$ cat config.mk
export PLATFORM = sky130hd
export DESIGN_NAME = mpc_mac_pipe_dsp_flat
export DESIGN_NICKNAME = d
export VERILOG_FILES = /design/src/rtl/mpc_mac_pipe_dsp_if.sv /design/src/rtl/mpc_mac_pipe_dsp.sv /design/src/flat_wrapper.sv
export SDC_FILE = /design/constraint.sdc
export NUM_CORES = 1
export LEC_CHECK = 0
export ABC_AREA = 1
export BUFFER_PORTS_ARGS = -buffer_cell sky130_fd_sc_hd__buf_2
export CORE_MARGIN = 3
export CORE_UTILIZATION = 60
export DETAILED_ROUTE_END_ITERATION = 8
export GPL_TIMING_DRIVEN = 0
export PLACE_DENSITY = 0.79
export SLEW_MARGIN = 10
export SYNTH_ARGS = -nofsm -noshare
export SYNTH_HDL_FRONTEND = slang
export SYNTH_SLANG_ARGS = --single-unit
export TNS_END_PERCENT = 1
$ cat constraint.sdc
create_clock -name clk -period 14.85 [get_ports clk]
set_input_delay 2.97 -clock clk [delete_from_list [all_inputs] [get_ports clk]]
set_output_delay 2.97 -clock clk [all_outputs]
set_load 0.005 [all_outputs]
$ cat src/rtl/mpc_mac_pipe_dsp_if.sv
// mpc_mac_pipe_dsp_if: sample and result bus of the pipelined signed MAC.
//
// Valid semantics: a sample is accepted on every rising edge where
// in_valid=1 and ce=1. There is no ready signal and no back-pressure.
// The results p/ovf are meaningful only in cycles where out_valid=1.
// Between valid results they hold their last value.
//
//   master : drives in_valid, a, b, acc_en, acc_clr; observes out_valid, p, ovf
//   slave  : the MAC itself (the mirror image of master)
interface mpc_mac_pipe_dsp_if #(
  parameter int A_W   = 21,
  parameter int B_W   = 14,
  parameter int OUT_W = 35
);
  logic                    in_valid;
  logic signed [A_W-1:0]   a;
  logic signed [B_W-1:0]   b;
  logic                    acc_en;
  logic                    acc_clr;
  logic                    out_valid;
  logic signed [OUT_W-1:0] p;
  logic                    ovf;

  modport master (
    output in_valid, a, b, acc_en, acc_clr,
    input  out_valid, p, ovf
  );

  modport slave (
    input  in_valid, a, b, acc_en, acc_clr,
    output out_valid, p, ovf
  );
endinterface

$ cat src/rtl/mpc_mac_pipe_dsp.sv
// mpc_mac_pipe_dsp: four-stage pipelined signed multiply-accumulate.
//
// S1 registers the sample.
// S2 forms the full-precision product.
// S3 loads the product into the saturating accumulator or adds it.
// S4 applies a round-half-up arithmetic right shift and saturates to OUT_W.
//
// Ports:
//   clk  - clock; all state changes on the rising edge
//   rst  - synchronous active-low reset; it takes priority over ce
//   ce   - clock enable; when low, every register holds
//   bus  - sample inputs and result outputs (mpc_mac_pipe_dsp_if.slave)
module mpc_mac_pipe_dsp #(
  parameter int A_W   = 21,
  parameter int B_W   = 14,
  parameter int ACC_W = 48,
  parameter int OUT_W = 35,
  parameter int SHIFT = 0
) (
  input  logic                clk,
  input  logic                rst,
  input  logic                ce,
  mpc_mac_pipe_dsp_if.slave   bus
);

  // Rounding constant 2^(SHIFT-1). The shift amount is clamped so SHIFT=0 stays legal.
  localparam int RND_SH = (SHIFT > 0) ? SHIFT - 1 : 0;
  localparam logic [ACC_W:0] RND_K = (SHIFT > 0) ? ((ACC_W+1)'(1) << RND_SH) : '0;

  // S1
  logic                    s1_valid_q, s1_valid_d;
  logic signed [A_W-1:0]   s1_a_q, s1_a_d;
  logic signed [B_W-1:0]   s1_b_q, s1_b_d;
  logic                    s1_en_q, s1_en_d;
  logic                    s1_clr_q, s1_clr_d;
  // S2
  logic                    s2_valid_q, s2_valid_d;
  logic signed [ACC_W-1:0] s2_prod_q, s2_prod_d;
  logic                    s2_en_q, s2_en_d;
  logic                    s2_clr_q, s2_clr_d;
  // S3
  logic                    s3_valid_q, s3_valid_d;
  logic signed [ACC_W-1:0] acc_q, acc_d;
  logic                    acc_sat_q, acc_sat_d;
  // S4
  logic                    out_valid_q, out_valid_d;
  logic signed [OUT_W-1:0] p_q, p_d;
  logic                    ovf_q, ovf_d;

  logic signed [A_W+B_W-1:0]     prod;
  logic        [ACC_W:0]         sum;
  logic                          sum_ovf;
  logic signed [ACC_W:0]         ext_rnd;
  logic signed [ACC_W:0]         rnd;
  logic        [ACC_W-OUT_W+1:0] rnd_hi;
  logic                          in_range;

  always_comb begin
    // S1: the mode bits only mean something for a valid sample.
    s1_valid_d = bus.in_valid;
    s1_a_d     = bus.a;
    s1_b_d     = bus.b;
    s1_en_d    = bus.in_valid & bus.acc_en;
    s1_clr_d   = bus.in_valid & bus.acc_clr;

    // S2: the full product fits in A_W+B_W bits, then it is sign-extended.
    prod       = s1_a_q * s1_b_q;
    s2_prod_d  = ACC_W'(prod);
    s2_valid_d = s1_valid_q;
    s2_en_d    = s1_en_q;
    s2_clr_d   = s1_clr_q;

    // S3: one guard bit detects signed overflow of the running sum.
    sum        = {acc_q[ACC_W-1], acc_q} + {s2_prod_q[ACC_W-1], s2_prod_q};
    sum_ovf    = sum[ACC_W] ^ sum[ACC_W-1];
    s3_valid_d = s2_valid_q;
    acc_d      = acc_q;
    acc_sat_d  = acc_sat_q;
    if (s2_valid_q) begin
      if (!s2_en_q || s2_clr_q) begin
        // A load cannot overflow because ACC_W >= A_W+B_W. It also clears the sticky flag.
        acc_d     = s2_prod_q;
        acc_sat_d = 1'b0;
      end else begin
        if (sum_ovf) begin
          // sum[ACC_W] is the true sign of the sum, so it selects the bound.
          acc_d = sum[ACC_W] ? {1'b1, {(ACC_W-1){1'b0}}} : {1'b0, {(ACC_W-1){1'b1}}};
        end else begin
          acc_d = sum[ACC_W-1:0];
        end
        acc_sat_d = acc_sat_q | sum_ovf;
      end
    end

    // S4: round in ACC_W+1 bits so the rounding add cannot wrap, then clamp.
    ext_rnd     = $signed({acc_q[ACC_W-1], acc_q} + RND_K);
    rnd         = ext_rnd >>> SHIFT;
    rnd_hi      = rnd[ACC_W:OUT_W-1];
    in_range    = (&rnd_hi) | ~(|rnd_hi);
    out_valid_d = s3_valid_q;
    p_d         = p_q;
    ovf_d       = ovf_q;
    if (s3_valid_q) begin
      if (in_range) begin
        p_d = rnd[OUT_W-1:0];
      end else begin
        p_d = rnd[ACC_W] ? {1'b1, {(OUT_W-1){1'b0}}} : {1'b0, {(OUT_W-1){1'b1}}};
      end
      ovf_d = ~in_range | acc_sat_q;
    end
  end

  always_ff @(posedge clk) begin
    if (!rst) begin
      s1_valid_q  <= 1'b0;
      s1_a_q      <= '0;
      s1_b_q      <= '0;
      s1_en_q     <= 1'b0;
      s1_clr_q    <= 1'b0;
      s2_valid_q  <= 1'b0;
      s2_prod_q   <= '0;
      s2_en_q     <= 1'b0;
      s2_clr_q    <= 1'b0;
      s3_valid_q  <= 1'b0;
      acc_q       <= '0;
      acc_sat_q   <= 1'b0;
      out_valid_q <= 1'b0;
      p_q         <= '0;
      ovf_q       <= 1'b0;
    end else if (ce) begin
      s1_valid_q  <= s1_valid_d;
      s1_a_q      <= s1_a_d;
      s1_b_q      <= s1_b_d;
      s1_en_q     <= s1_en_d;
      s1_clr_q    <= s1_clr_d;
      s2_valid_q  <= s2_valid_d;
      s2_prod_q   <= s2_prod_d;
      s2_en_q     <= s2_en_d;
      s2_clr_q    <= s2_clr_d;
      s3_valid_q  <= s3_valid_d;
      acc_q       <= acc_d;
      acc_sat_q   <= acc_sat_d;
      out_valid_q <= out_valid_d;
      p_q         <= p_d;
      ovf_q       <= ovf_d;
    end
  end

  assign bus.out_valid = out_valid_q;
  assign bus.p         = p_q;
  assign bus.ovf       = ovf_q;

endmodule

$ cat src/flat_wrapper.sv
// flat-port wrapper written by rule: the top's interface ports become plain ports
module mpc_mac_pipe_dsp_flat 
#(
  parameter int A_W   = 21,
  parameter int B_W   = 14,
  parameter int ACC_W = 48,
  parameter int OUT_W = 35,
  parameter int SHIFT = 0
)
  (clk, rst, ce, bus_in_valid, bus_a, bus_b, bus_acc_en, bus_acc_clr, bus_out_valid, bus_p, bus_ovf);
  mpc_mac_pipe_dsp_if #(.A_W(A_W), .B_W(B_W), .OUT_W(OUT_W)) bus_i ();
  input  logic clk;
  input  logic rst;
  input  logic ce;
  input wire logic [$bits(bus_i.in_valid)-1:0] bus_in_valid;
  input wire logic [$bits(bus_i.a)-1:0] bus_a;
  input wire logic [$bits(bus_i.b)-1:0] bus_b;
  input wire logic [$bits(bus_i.acc_en)-1:0] bus_acc_en;
  input wire logic [$bits(bus_i.acc_clr)-1:0] bus_acc_clr;
  output wire logic [$bits(bus_i.out_valid)-1:0] bus_out_valid;
  output wire logic [$bits(bus_i.p)-1:0] bus_p;
  output wire logic [$bits(bus_i.ovf)-1:0] bus_ovf;
  assign bus_i.in_valid = bus_in_valid;
  assign bus_i.a = bus_a;
  assign bus_i.b = bus_b;
  assign bus_i.acc_en = bus_acc_en;
  assign bus_i.acc_clr = bus_acc_clr;
  assign bus_out_valid = bus_i.out_valid;
  assign bus_p = bus_i.p;
  assign bus_ovf = bus_i.ovf;
  mpc_mac_pipe_dsp #(.A_W(A_W), .B_W(B_W), .ACC_W(ACC_W), .OUT_W(OUT_W), .SHIFT(SHIFT)) u_core (.clk(clk), .rst(rst), .ce(ce), .bus(bus_i));
endmodule
==> impl_metrics.toml <==
[outcome]
status = "finished, final reports clean"

[logic_synthesis]
yosysMostFrequentCell = "nand2_1"
async_reset_ff_frac = 0
synthTopCellsByArea = "fa_1 (26%), dfxtp_1 (15%), nand2_1 (14%)"
synth_nets = 3493
yosys_warnings = 0
syn_inst = 3043
syn_area_um2 = 21220
synth-edff-count = 0
synth-seq-area-share = 0.1538
synth_seq_cells = 163
avgSynthCellArea_um2 = 6.972
synth_top_area_frac = 0.2642
synth_common_cells = "nand2_1 (779), inv_1 (666), fa_1 (280)"
ys_types = 45
synth-main-ff-cell = "dfxtp_1"
synth_top_area_cell = "fa_1"

[critical_path]
required_ns = 15.21
cp.arrival_ns = 7.64
r2r_start = "u_core.s1_a_q[20]$_SDFFE_PN0P_"
cp_max_fo = 10
cp-startpoint = "u_core.s1_a_q[20]$_SDFFE_PN0P_"
worst_setup_path_end_kind = "flip-flop"
critical_path_class = "reg2reg"
worstSetupStartpointType = "flip-flop"

[place]
dp_cells = 3574
routabilityCongestion = 0.9762
post-place-ws_ns = 7.865
io_buffers = 76
placed_area_um2 = 22180
hpwl_um = 55790

[clocking]
cts_buffer_depth = 2
htree_levels = 4
postCtsResizedCells = 0
cts-root-buf = "clkbuf_16"
cts_sinks = 163
hold_buffers = 0
cts_tree = "built"
clk_pin_slew_ns = 0.08
clk_latency_ns = 0.47
cts_buffers = 17
cts_setup_buffers = 0

[timing]
whs_ns = 0.4605
fin_crit_ns = 7.276
hold_viol_final = 0
rsz0062_at_grt = "no"
final.setup.worst_slack_ns = 7.574
setup_tns_ns = 0
max_freq_mhz = 137.4
maxSlewViolCount = 0
setup_viol = 0
post-route-period-util = 0.4900
skew_ns = 0.01909
worst_pin_slew_ns = 0.9449
timing.slew.headroom = 0.3677

[drt]
avgViaCountPerCell = 5.519
ant_nets = 0
drc = 0
drt-total-wl_um = 67350
first_pass_iters = 6
wl_per_cell_um = 18.68
vias = 19900
drt-initial-drc-count = 1589

[grt]
antenna_found_initial = 0
grt_max_degree = 20
grt_pass1_wl_um = 107200
grt_usage = 0.3603
overflow = 0
grt_pass1_vias = 20440

[run]
max_cap_violations = 0

[power_and_ir_drop]
power_leakage_nw = 12.31
totalPowerFinal_mw = 2.263
ir_drop_v = 0.00009511
power_density_nw_per_um2 = 99.20

[layout]
diodes = 0
instances_no_fill = 3606
syn2layout_area_growth_pct = 7.543
drive_gt1_frac = 0.06062
design_area_um2 = 22820
utilization = 0.6573
fin_nets = 3588

[hold_path]
min-delay-start = "u_core.bus.p[34]$_SDFFE_PN0P_"
hold_path.class = "reg2reg"

[die]
fp.dieW_um = 194.0
initial_core_util = 0.6112
die_y_um = 194.0
ios = 78
fp-row-count = 68
dieArea_um2 = 37650
core_area_um2 = 34710
report_power, final:
group	internal [mW]	total (mW)	switching (mW)
clock network	0.247	0.491	0.244
registers	0.476	0.525	0.0485
logic	0.440	1.25	0.807
worst max-delay path, cell delays in order, from the launching register on:
cell,delay [ns]
dfxtp_1,0.65
clkbuf_1,0.49
nand2_1,0.28
fa_1,0.61
inv_1,0.08
fa_1,0.77
inv_1,0.18
fa_1,0.52
inv_1,0.07
fa_1,0.53
fa_1,0.51
inv_1,0.06
fa_1,0.49
inv_1,0.04
ha_1,0.34
nand2_1,0.21
inv_1,0.08
nand2_1,0.07
nand2_1,0.12
a221oi_1,0.43
o21a_1,0.19
nand2_1,0.11
nand2_1,0.09
nand2_1,0.04
o21ai_0,0.15
inv_1,0.05
layout by cell type, fill, tap and decap left out, types with 24 or more instances in the layout:
| cell | synthesis | final |
|---|---|---|
| a21oi_1 | 212 | 212 |
| buf_2 | 4 | 80 |
| clkbuf_1 | 102 | 102 |
| dfxtp_1 | 163 | 163 |
| fa_1 | 280 | 280 |
| ha_1 | 129 | 129 |
| inv_1 | 666 | 666 |
| nand2_1 | 779 | 779 |
| nand3_1 | 64 | 64 |
| nand4_1 | 24 | 24 |
| nor2_1 | 244 | 244 |
| o21ai_0 | 147 | 147 |
| o21bai_1 | 25 | 25 |
| xnor2_1 | 24 | 24 |
| xor2_1 | 41 | 41 |
state kept, by name, summed over array words and instances, names as in the netlist:
signal,count
u_core.s1_b_q,14
u_core.acc_q,48
u_core.s1_clr_q,1
u_core.acc_sat_q,1
u_core.s2_valid_q,1
u_core.bus.ovf,1
u_core.s1_valid_q,1
u_core.s1_a_q,21
u_core.s2_clr_q,1
u_core.bus.p,35
u_core.bus.out_valid,1
u_core.s1_en_q,1
u_core.s2_prod_q,35
u_core.out_valid_d,1
u_core.s2_en_q,1
final cells by class:
class / instances / area [um^2]
Fill cell: 3153 / 11900
Inverter: 677 / 2541
Multi-Input combinational cell: 2090 / 14950
Clock buffer: 17 / 425.4
Tap cell: 455 / 569.3
Clock inverter: 15 / 214.0
Sequential cell: 163 / 3263
Timing Repair Buffer: 76 / 380.4
Buffer: 113 / 470.5
worst paths after layout:
check	end	slack (ns)	cells past startpoint
worst min-delay path	u_core.bus.p[34]$_SDFFE_PN0P_	0.46	2
worst max register to register	u_core.s2_prod_q[31]$_SDFFE_PN0P_	7.57	25
worst max-delay path	u_core.s2_prod_q[31]$_SDFFE_PN0P_	7.57	25
worst min register to register	u_core.bus.p[34]$_SDFFE_PN0P_	0.46	2
logic make-up (layout without fill, tap and decap cells):
family          Yosys count  after routing  share of synthesized area
simple gates           1175           1175                     0.2219
buf+inv                 790            898                     0.1419
flops                   163            163                     0.1538
compound gates          441            441                     0.1152
fa+ha+maj               409            409                     0.3403
xor+xnor                 65             65                    0.02683
layer usage:
metal | vias to the layer above | wire (um) | track usage
met3 | 200 | 4529 | 0.04935
met1 | 9468 | 25830 | 0.4308
met5 | - | 0 | 0
met2 | 879 | 32740 | 0.6282
met4 | 0 | 4251 | 0.1989
li1 | 9353 | - | -
Note: power is estimated with default switching activity, not from simulation.
